**config.mk**
```make
export PLATFORM = sky130hd
export DESIGN_NAME = logic_probe_dac
export DESIGN_NICKNAME = d
export VERILOG_FILES = /design/src/rtl/logic_probe_pkg.sv /design/src/rtl/spi_tx16.sv /design/src/rtl/logic_probe_dac.sv
export SDC_FILE = /design/constraint.sdc
export NUM_CORES = 1
export LEC_CHECK = 0
export ABC_AREA = 1
export BUFFER_PORTS_ARGS = -buffer_cell sky130_fd_sc_hd__buf_2
export CORE_MARGIN = 5
export CORE_UTILIZATION = 58
export DETAILED_ROUTE_END_ITERATION = 10
export PLACE_DENSITY = 0.8
export REMOVE_ABC_BUFFERS = 1
export SYNTH_ARGS = -nofsm -noshare
export SYNTH_HDL_FRONTEND = slang
export SYNTH_SLANG_ARGS = --single-unit
```
**constraint.sdc**
```tcl
create_clock -name clk -period 2.65 [get_ports clk]
set_clock_uncertainty 0.2 [all_clocks]
set_input_delay 0.1325 -clock clk [delete_from_list [all_inputs] [get_ports clk]]
set_output_delay 0.1325 -clock clk [all_outputs]
set_load 0.02 [all_outputs]
```
**src/rtl/logic_probe_pkg.sv**
```systemverilog
// rtl/logic_probe_pkg.sv - shared constants, state encoding and frame builder for the probe threshold DAC
package logic_probe_pkg;

    localparam logic [1:0] ADDR_THR_LO = 2'd0;
    localparam logic [1:0] ADDR_THR_HI = 2'd1;
    localparam logic [1:0] ADDR_CTRL   = 2'd2;

    localparam int FRM_CH    = 15;
    localparam int FRM_BUF   = 14;
    localparam int FRM_GAIN  = 13;
    localparam int FRM_NSHDN = 12;

    typedef enum logic [2:0] {
        ST_IDLE,
        ST_START,
        ST_SHIFT,
        ST_GAP,
        ST_LDAC
    } state_t;

    // Unbuffered reference, 1x gain, output enabled.
    function automatic logic [15:0] dac_frame(input logic ch, input logic [11:0] value);
        logic [15:0] f;
        f            = '0;
        f[11:0]      = value;
        f[FRM_CH]    = ch;
        f[FRM_BUF]   = 1'b0;
        f[FRM_GAIN]  = 1'b1;
        f[FRM_NSHDN] = 1'b1;
        return f;
    endfunction

endpackage

```
**src/rtl/spi_tx16.sv**
```systemverilog
// rtl/spi_tx16.sv - 16-bit MSB-first SPI shifter with programmable SCK half-period
module spi_tx16 #(
    parameter int CLK_DIV = 4
) (
    input  logic        clk,
    input  logic        nreset,
    input  logic        load,
    input  logic [15:0] frame,
    input  logic        start,
    output logic        sck,
    output logic        mosi,
    output logic        done
);

    localparam logic [15:0] DIV_LAST = 16'(CLK_DIV - 1);

    logic [14:0] shreg;
    logic [15:0] div;
    logic [3:0]  bitcnt;
    logic        active;
    logic        tick;

    assign tick = active && (div == DIV_LAST);
    // Asserted in the cycle whose closing edge is the 16th falling SCK edge.
    assign done = tick && sck && (bitcnt == 4'd15);

    always_ff @(posedge clk or negedge nreset) begin
        if (!nreset) begin
            shreg  <= '0;
            div    <= '0;
            bitcnt <= '0;
            active <= 1'b0;
            sck    <= 1'b0;
            mosi   <= 1'b0;
        end else begin
            if (load) begin
                shreg <= frame[14:0];
                mosi  <= frame[15];
            end
            if (start) begin
                active <= 1'b1;
                div    <= '0;
                bitcnt <= '0;
                sck    <= 1'b0;
            end else if (active) begin
                if (tick) begin
                    div <= '0;
                    sck <= ~sck;
                    if (sck) begin
                        if (bitcnt == 4'd15) begin
                            active <= 1'b0;
                            mosi   <= 1'b0;
                        end else begin
                            bitcnt <= bitcnt + 4'd1;
                            mosi   <= shreg[14];
                            shreg  <= {shreg[13:0], 1'b0};
                        end
                    end
                end else begin
                    div <= div + 16'd1;
                end
            end
        end
    end

endmodule

```
**src/rtl/logic_probe_dac.sv**
```systemverilog
// rtl/logic_probe_dac.sv - threshold registers and dual-channel SPI DAC update sequencer
module logic_probe_dac
    import logic_probe_pkg::*;
#(
    parameter int          CLK_DIV     = 4,
    parameter int          LDAC_CYCLES = 2,
    parameter logic [11:0] LO_RESET    = 12'h400,
    parameter logic [11:0] HI_RESET    = 12'hC00
) (
    input  logic        clk,
    input  logic        nreset,
    input  logic [1:0]  address,
    input  logic [31:0] data_in,
    output logic [31:0] data_out,
    input  logic        req,
    input  logic        wr,
    output logic        ready,
    output logic        dac_sck,
    output logic        dac_mosi,
    output logic        dac_ncs,
    output logic        dac_nldac,
    output logic        busy
);

    localparam logic [15:0] DIV_LAST  = 16'(CLK_DIV - 1);
    localparam logic [15:0] LDAC_LAST = 16'(LDAC_CYCLES - 1);

    state_t      state, state_n;
    logic [15:0] cnt, cnt_n;
    logic        ch, ch_n;
    logic [11:0] thr_lo, thr_hi, shadow_hi;
    logic        pending;
    logic        consume;
    logic        wr_hit;
    logic        set_pending;
    logic        spi_load, spi_start, spi_done;
    logic [15:0] spi_frame;
    logic        unused_bits;

    assign unused_bits = ^data_in[31:12];

    assign wr_hit      = req && wr;
    assign set_pending = wr_hit && ((address == ADDR_THR_LO) || (address == ADDR_THR_HI) ||
                                    ((address == ADDR_CTRL) && data_in[0]));

    always_comb begin
        state_n   = state;
        cnt_n     = cnt;
        ch_n      = ch;
        consume   = 1'b0;
        spi_load  = 1'b0;
        spi_start = 1'b0;
        spi_frame = dac_frame(1'b0, thr_lo);
        case (state)
            ST_IDLE: begin
                if (pending) begin
                    consume  = 1'b1;
                    spi_load = 1'b1;
                    ch_n     = 1'b0;
                    cnt_n    = '0;
                    state_n  = ST_START;
                end
            end
            ST_START: begin
                if (cnt == DIV_LAST) begin
                    spi_start = 1'b1;
                    state_n   = ST_SHIFT;
                end else begin
                    cnt_n = cnt + 16'd1;
                end
            end
            ST_SHIFT: begin
                if (spi_done) begin
                    cnt_n   = '0;
                    state_n = ST_GAP;
                end
            end
            ST_GAP: begin
                if (cnt == DIV_LAST) begin
                    cnt_n = '0;
                    if (!ch) begin
                        ch_n      = 1'b1;
                        spi_load  = 1'b1;
                        spi_frame = dac_frame(1'b1, shadow_hi);
                        state_n   = ST_START;
                    end else begin
                        state_n = ST_LDAC;
                    end
                end else begin
                    cnt_n = cnt + 16'd1;
                end
            end
            ST_LDAC: begin
                if (cnt == LDAC_LAST) begin
                    cnt_n   = '0;
                    state_n = ST_IDLE;
                end else begin
                    cnt_n = cnt + 16'd1;
                end
            end
            default: state_n = ST_IDLE;
        endcase
    end

    // Strobes are registered from the next state so they line up with it glitch-free.
    always_ff @(posedge clk or negedge nreset) begin
        if (!nreset) begin
            state     <= ST_IDLE;
            cnt       <= '0;
            ch        <= 1'b0;
            dac_ncs   <= 1'b1;
            dac_nldac <= 1'b1;
            busy      <= 1'b0;
        end else begin
            state     <= state_n;
            cnt       <= cnt_n;
            ch        <= ch_n;
            dac_ncs   <= !((state_n == ST_START) || (state_n == ST_SHIFT));
            dac_nldac <= (state_n != ST_LDAC);
            busy      <= (state_n != ST_IDLE);
        end
    end

    // A write in the same cycle the sequencer consumes pending keeps it set.
    always_ff @(posedge clk or negedge nreset) begin
        if (!nreset) begin
            thr_lo    <= LO_RESET;
            thr_hi    <= HI_RESET;
            shadow_hi <= HI_RESET;
            pending   <= 1'b1;
            ready     <= 1'b0;
            data_out  <= '0;
        end else begin
            ready <= req;
            if (wr_hit && (address == ADDR_THR_LO)) thr_lo <= data_in[11:0];
            if (wr_hit && (address == ADDR_THR_HI)) thr_hi <= data_in[11:0];
            if (consume) shadow_hi <= thr_hi;
            if (set_pending)  pending <= 1'b1;
            else if (consume) pending <= 1'b0;
            if (req && !wr) begin
                case (address)
                    ADDR_THR_LO: data_out <= {20'h0, thr_lo};
                    ADDR_THR_HI: data_out <= {20'h0, thr_hi};
                    ADDR_CTRL:   data_out <= {30'h0, pending, busy};
                    default:     data_out <= 32'h0;
                endcase
            end
        end
    end

    spi_tx16 #(
        .CLK_DIV(CLK_DIV)
    ) u_spi (
        .clk    (clk),
        .nreset (nreset),
        .load   (spi_load),
        .frame  (spi_frame),
        .start  (spi_start),
        .sck    (dac_sck),
        .mosi   (dac_mosi),
        .done   (spi_done)
    );

endmodule

```
==> summary.txt, run 1 <==
Share of final-layout standard cells stronger than drive strength 1: 12.5%
CTS buffer count: 9
Final net count: 877
Count of cells along the worst hold path: 5
Ports: 76
Clock Latency Late Sink: 0.38 ns
Average footprint of a synthesized cell: 7.67 µm²
Worst-case setup slack after placement: 0.353 ns
Crit. End Element: flip-flop
Critical path fanouts, max: 16
Critical path type: reg2reg
RSZ-0062 raised after global routing: false
Clock tree from TritonCTS: built
Register bit total from synthesis: 111
Layout-stage area growth over the synthesis result: 10.2%
Buffers added on ports: 35
Post-layout minimum cycle time: 2.31 ns
Standard-cell row count: 37
Number of placed instances, taps included: 943
Maximum clock frequency: 432 MHz
Number of gates on the worst path with buffers counted: 8
Setup_tns: 0 ns
Total power density per cell area: 490 mW/mm²
Total leakage power: 0.00349 µW
Hpwl dp: 9190 µm
Drt first pass iters: 5
# clock sinks: 111
Post-Synthesis Cells: 786
Die X-Extent: 112 µm
DRT Wirelength: 13000 µm
Vias per cell: 5.36
Number of buffers on the longest clock path: 2
Longest individual stage delay on the worst path: 0.52 ns
Worst reg2reg path depth: 8
Vias: 5227
Worst path bufs/invs: 1
Slew at the pin with the worst max-slew slack: 0.751 ns
Root buffer cell: sky130_fd_sc_hd__clkbuf_8
DRC: 0
Critical path launch point: cnt[0]
Critical Path AT: 2.39 ns
Final weighted congestion in routability-driven placement: 0.905
Complex-gate fraction of the synthesized area: 11.0%
Total setup violations reported at the end of the flow: 0
Synth Area in Adders: 0.830%
Mapped cell area: 0.00603 mm²
Final Max Tran Viols: 0
Wire length of the first global-routing pass: 22900 µm
Share of async-settable or async-resettable flops after synthesis: 100%
Final Instance Count excl. Fillers: 976
Clock transition at the registers of the reported paths: 0.11 ns
Number of fill cells: 882
Crit-path leading delay family: simple AND/OR/NAND/NOR gates
Floorplan die height: 112 µm
Max_cap viols: 0
Area of the multi-input gates: 0.00268 mm²
Htree depth: 3
Number of buffers added for setup after CTS: 0
Average wire length per cell after detail routing: 13.3 µm
Core Box Area: 0.0102 mm²
Critical-path top delay cell: sky130_fd_sc_hd__dfrtp_1
Total Die Area: 0.0125 mm²
Predominant post-synthesis flop cell: sky130_fd_sc_hd__dfrtp_1
Fraction of synthesized cell area in xor and xnor cells: 1.60%
FF-to-FF Start: cnt[0]
Global-route usage over all layers: 21.6%
Run status: finished, final reports clean
Via count of the first global-routing pass: 5091
Maximum number of pins on one net before global-route repair: 45
Post-layout utilization of the core: 64.9%
Hold Path Origin: wr
Ant. Diodes: 0
Fin worst setup slack: 0.336 ns
Hold/Removal Path Class: in2reg
Initial antenna violation count: 0
Sequential area share after synthesis: 46.3%
Number of warnings printed during yosys synthesis: 0
Data required time of the critical path: 2.73 ns
Post-synthesis mux area share: 0%
Starting density of the core: 58.9%
Simple-gate area share of the yosys netlist: 29.7%
Endpoints failing hold: 0
Post-synth EDFFs: 0
Largest family of logic cells by synthesized area: simple AND/OR/NAND/NOR gates
Distinct cell type count of the synthesized netlist: 45
Post-layout power: 3250 µW
Crit path cell chain: ha_1, nand2_1, nor2_4, nand3_4, nand2_2, inv_1, nor2_1, nor3_1
Congestion Overflow GR: 0
Final ANT Viol Nets: 0
Register cell area after layout: 0.00279 mm²
Relative slew slack: 49.8%
Worst IR drop on VDD: 0.443 mV
Initial detailed-routing violation count: 258
CP startpoint kind: flip-flop
Period utilisation layout: 87.3%
layout make-up:
type | count | area share (%)
inverter | 92 | 5.22
clock inverter | 6 | 1.23
timing repair buffer | 64 | 6.78
multi-input combinational | 557 | 40.3
sequential | 111 | 42.0
clock buffer | 10 | 1.92
tap | 136 | 2.56
state kept, by name (all words and copies together) (netlist names):
signal,flops
busy,1
ch,1
cnt,16
dac_ncs,1
dac_nldac,1
data_out,12
pending,1
ready,1
shadow_hi,12
state,3
thr_hi,12
thr_lo,12
u_spi.active,1
u_spi.bitcnt,4
u_spi.div,16
u_spi.mosi,1
u_spi.sck,1
u_spi.shreg,15
placed cells by master, fill, tap and decap left out, drive strengths merged, types with 3 or more instances in the layout:
cell type / count
nand2: 249
dfrtp: 103
inv: 96
nor2: 71
o21ai: 63
nand3: 56
buf: 47
a21oi: 24
conb: 20
nand4: 20
dlygate4sd3: 17
clkbuf: 10
o31ai: 9
dfstp: 8
xor2: 7
nor3: 7
o311ai: 5
xnor2: 4
ha: 4
o211ai: 4
a31oi: 3
per-layer routing:
| metal | track usage, % | share of wire, % |
|---|---|---|
| met1 | 28.0 | 44 |
| met5 | 0 | 0 |
| met3 | 4.24 | 4.9 |
| met4 | 5.29 | 0.95 |
| met2 | 37.4 | 50 |
Yosys cell counts, types with 2 or more instances:
| cell type | number | share of area (%) |
|---|---|---|
| sky130_fd_sc_hd__nand3_4 | 3 | 0.87 |
| sky130_fd_sc_hd__nor2_2 | 5 | 0.52 |
| sky130_fd_sc_hd__clkbuf_1 | 10 | 0.62 |
| sky130_fd_sc_hd__o311ai_0 | 5 | 0.73 |
| sky130_fd_sc_hd__xor2_1 | 7 | 1.0 |
| sky130_fd_sc_hd__dfstp_2 | 8 | 3.5 |
| sky130_fd_sc_hd__buf_2 | 8 | 0.66 |
| sky130_fd_sc_hd__a31oi_1 | 3 | 0.31 |
| sky130_fd_sc_hd__dfrtp_1 | 103 | 43 |
| sky130_fd_sc_hd__nand2_2 | 3 | 0.31 |
| sky130_fd_sc_hd__nand3_1 | 53 | 4.4 |
| sky130_fd_sc_hd__inv_2 | 10 | 0.62 |
| sky130_fd_sc_hd__xnor2_1 | 4 | 0.58 |
| sky130_fd_sc_hd__inv_1 | 81 | 5.0 |
| sky130_fd_sc_hd__nand2_1 | 245 | 15 |
| sky130_fd_sc_hd__nor2_1 | 61 | 3.8 |
| sky130_fd_sc_hd__nand4_1 | 19 | 2.0 |
| sky130_fd_sc_hd__o211ai_1 | 3 | 0.37 |
| sky130_fd_sc_hd__nor3_1 | 6 | 0.50 |
| sky130_fd_sc_hd__o21bai_1 | 2 | 0.25 |
| sky130_fd_sc_hd__nor2_4 | 5 | 0.93 |
| sky130_fd_sc_hd__buf_6 | 4 | 0.75 |
| sky130_fd_sc_hd__a21oi_1 | 24 | 2.0 |
| sky130_fd_sc_hd__o21ai_0 | 58 | 4.8 |
| sky130_fd_sc_hd__buf_4 | 21 | 2.6 |
| sky130_fd_sc_hd__o31ai_1 | 9 | 1.1 |
| sky130_fd_sc_hd__a221oi_1 | 2 | 0.29 |
| sky130_fd_sc_hd__ha_1 | 4 | 0.83 |
| sky130_fd_sc_hd__o21ai_1 | 4 | 0.33 |
worst min-delay path, cell delays in order:
cell and delay, ns:
sky130_fd_sc_hd__buf_2 0.10, sky130_fd_sc_hd__nor2_1 0.04, sky130_fd_sc_hd__buf_4 0.18, sky130_fd_sc_hd__nor2_1 0.10
sky130_fd_sc_hd__a31oi_1 0.04
where the power goes:
group | total (µW) | switching (µW) | internal, µW
Clock | 1080 | 619 | 465
Combinational | 295 | 190 | 105
Sequential | 1870 | 71.9 | 1800
Total | 3250 | 881 | 2370
cells by family after synthesis:
| family | after synthesis |
|---|---|
| simple gates | 408 |
| buf+inv | 137 |
| flops | 111 |
| compound gates | 114 |
| xor+xnor | 11 |
| other cells | 1 |
| fa+ha+maj | 4 |
what timing repair did:
action / in CTS / in global routing
gates resized for setup: 0 / 0
endpoints found under the hold margin: 114 / 0
hold buffers: 17 / 0
path summary, 6_finish.rpt:
path / endpoint / slack [ns]
min: data_out[9] / 0.03
min in group asynchronous: cnt[11] / 0.07
max: u_spi.div[2] / 0.34
max reg2reg: u_spi.div[2] / 0.34
min reg2reg: shadow_hi[10] / 0.27
max in group asynchronous: data_out[7] / 1.51
per-stage QoR:
| step | area [µm²] | hold slack (ns) |
|---|---|---|
| detailed placement | 6260 | -0.0438 |
| finish | 6640 | 0.0323 |
| global placement | 6260 | -0.0513 |
| CTS | 6640 | 0.0161 |
| global route | 6640 | 0.0357 |
| floorplan | 5810 | -0.363 |
Power figures use the tool's default switching activity.
==> run 2: changes to the inputs <==
--- a/config.mk
+++ b/config.mk
@@ -11,6 +11,7 @@
 export CORE_UTILIZATION = 58
 export DETAILED_ROUTE_END_ITERATION = 10
 export PLACE_DENSITY = 0.8
+export RECOVER_POWER = 25
 export REMOVE_ABC_BUFFERS = 1
 export SYNTH_ARGS = -nofsm -noshare
 export SYNTH_HDL_FRONTEND = slang
==> summary.txt, run 2 (synthesis gave the netlist of run 1 again) <==
Run status: finished, final reports clean
Hpwl dp: 9190 µm (unchanged)
Crit. End Element: flip-flop
Maximum number of pins on one net before global-route repair: 45 (unchanged)
Ant. Diodes: 0 (unchanged)
RSZ-0062 raised after global routing: false
CTS buffer count: 9 (unchanged)
Initial detailed-routing violation count: 260 (+0.78%)
Htree depth: 3 (unchanged)
Starting density of the core: 58.9% (unchanged)
Data required time of the critical path: 2.73 ns (about the same)
Global-route usage over all layers: 21.6% (unchanged)
Post-layout utilization of the core: 64.8% (-0.073 points)
Vias: 5210 (-0.33%)
Number of buffers on the longest clock path: 2 (unchanged)
Period utilisation layout: 87.2% (-0.17 points)
Clock tree from TritonCTS: built
Critical-path top delay cell: sky130_fd_sc_hd__dfrtp_1
CP startpoint kind: flip-flop
Power share of the sequential group: 57.6% (about the same)
Clk pwr share: 33.3% (about the same)
Max_cap viols: 0 (unchanged)
Total leakage power: 0.00348 µW (-0.20%)
Buffers added on ports: 35 (unchanged)
Critical Path AT: 2.39 ns (about the same)
Wire length of the first global-routing pass: 22900 µm (unchanged)
Hold/Removal Path Class: in2reg
Average wire length per cell after detail routing: 13.3 µm (about the same)
Post-layout minimum cycle time: 2.31 ns (-0.00446 ns)
Setup_tns: 0 ns (unchanged)
Die X-Extent: 112 µm (unchanged)
Most used cells in the layout excluding fill and tap cells: sky130_fd_sc_hd__nand2_1, sky130_fd_sc_hd__dfrtp_1, sky130_fd_sc_hd__inv_1, sky130_fd_sc_hd__nor2_1, sky130_fd_sc_hd__o21ai_0
Net load switching power: 881 µW (about the same)
Final net count: 877 (unchanged)
Initial antenna violation count: 0 (unchanged)
Post-cts repair resize count: 0 (unchanged)
Drt first pass iters: 5 (unchanged)
Critical path type: reg2reg
Ports: 76 (unchanged)
Most common library cell in the layout ignoring fill and taps: sky130_fd_sc_hd__nand2_1
Worst path bufs/invs: 1 (unchanged)
Final Max Tran Viols: 0 (unchanged)
Standard-cell row count: 37 (unchanged)
DRT Wirelength: 13000 µm (about the same)
Vias per cell: 5.34 (-0.33%)
Longest individual stage delay on the worst path: 0.52 ns (about the same)
Clock Latency Late Sink: 0.38 ns (about the same)
Endpoints failing hold: 0 (unchanged)
Maximum clock frequency: 433 MHz (+0.19%)
Root buffer cell: sky130_fd_sc_hd__clkbuf_8
Sw Share: 27.1% (about the same)
Number of fill cells: 882 (unchanged)
Total power density per cell area: 490 mW/mm² (about the same)
Combinational share of power: 9.0% (about the same)
Top flop regs: cnt (16), u_spi.div (16), u_spi.shreg (15)
Crit path cell chain: ha_1, nand2_1, nor2_4, nand3_4, nand2_2, inv_1, nor2_1, nor3_1
Final ANT Viol Nets: 0 (unchanged)
Worst IR drop on VDD: 0.443 mV (about the same)
Crit-path leading delay family: simple AND/OR/NAND/NOR gates
Core Box Area: 0.0102 mm² (unchanged)
# clock sinks: 111 (unchanged)
Slew at the pin with the worst max-slew slack: 1.07 ns (+0.315 ns)
Final weighted congestion in routability-driven placement: 0.905 (unchanged)
Total Die Area: 0.0125 mm² (unchanged)
Critical path fanouts, max: 16 (unchanged)
Internal Pwr Total: 2370 µW (about the same)
Internal reg-to-reg setup slack: 0.34 ns (about the same)
DRC: 0 (unchanged)
Total setup violations reported at the end of the flow: 0 (unchanged)
Congestion Overflow GR: 0 (unchanged)
Clock transition at the registers of the reported paths: 0.11 ns (about the same)
Via count of the first global-routing pass: 5091 (unchanged)
Floorplan die height: 112 µm (unchanged)
Relative slew slack: 29.0% (-21 points)
Share of final-layout standard cells stronger than drive strength 1: 12.3% (-0.24 points)
Layout-stage area growth over the synthesis result: 10.0%
run 2: layer usage:
layer  global-route usage (%)  vias to the layer above  wire length (µm)
li1                         -                     2575                 -
met2                     37.4                      146              6460
met1                     28.0                     2475              5750
met5                        0                        -                 0
met4                     5.29                        0               124
met3                     4.24                       14               671
run 2: area by class of cell:
class                           count  area [µm²]  share of cell area (%)
Clock inverter                      6        81.3                    1.23
Tap cell                          136         170                    2.57
Inverter                           92         347                    5.23
Timing Repair Buffer               64         443                    6.68
Sequential cell                   111        2790                    42.0
Multi-Input combinational cell    557        2680                    40.3
Clock buffer                       10         128                    1.92
run 2: worst paths after layout:
check                                   start            end  cells past startpoint
worst max-delay path                   cnt[0]   u_spi.div[2]                      8
worst min-delay path                       wr    data_out[9]                      5
worst max register to register         cnt[0]   u_spi.div[2]                      8
worst min register to register  shadow_hi[10]  shadow_hi[10]                      2
max in group asynchronous              nreset  shadow_hi[10]                      3
min in group asynchronous              nreset        cnt[11]                      2
run 2: stage by stage:
stage / setup WS [ns] / power, µW / hold WS [ns] / instances / cell area, µm²
5_1_grt: 0.136 / 3390 / 0.0358 / 976 / 6630
4_1_cts: 0.321 / 3270 / 0.0161 / 976 / 6640
3_3_place_gp: 0.369 / 2170 / -0.0513 / 943 / 6260
6_report: 0.340 / 3250 / 0.0333 / 976 / 6630
2_1_floorplan: 0.594 / 2050 / -0.363 / 760 / 5810
3_5_place_dp: 0.353 / 2180 / -0.0438 / 943 / 6260
run 2: repair_timing:
action                                 in CTS  in global routing
endpoints found under the hold margin     114                  0
buffers inserted                            0                  0
hold buffers                               17                  0
run 2: worst reg2reg max path, stage by stage, from the launching register on:
cell and delay, ns:
sky130_fd_sc_hd__dfrtp_1 0.52, sky130_fd_sc_hd__ha_1 0.35, sky130_fd_sc_hd__nand2_1 0.13, sky130_fd_sc_hd__nor2_4 0.23
sky130_fd_sc_hd__nand3_4 0.18, sky130_fd_sc_hd__nand2_2 0.28, sky130_fd_sc_hd__inv_1 0.16, sky130_fd_sc_hd__nor2_1 0.11
sky130_fd_sc_hd__nor3_1 0.06
run 2: power by group through the flow:
stage	Sequential [µW]	Combinational, µW	Clock [µW]
2_1_floorplan	1920	129	0
3_3_place_gp	1900	268	0
3_5_place_dp	1900	279	0
4_1_cts	1870	299	1100
5_1_grt	1890	335	1170
6_report	1870	294	1080
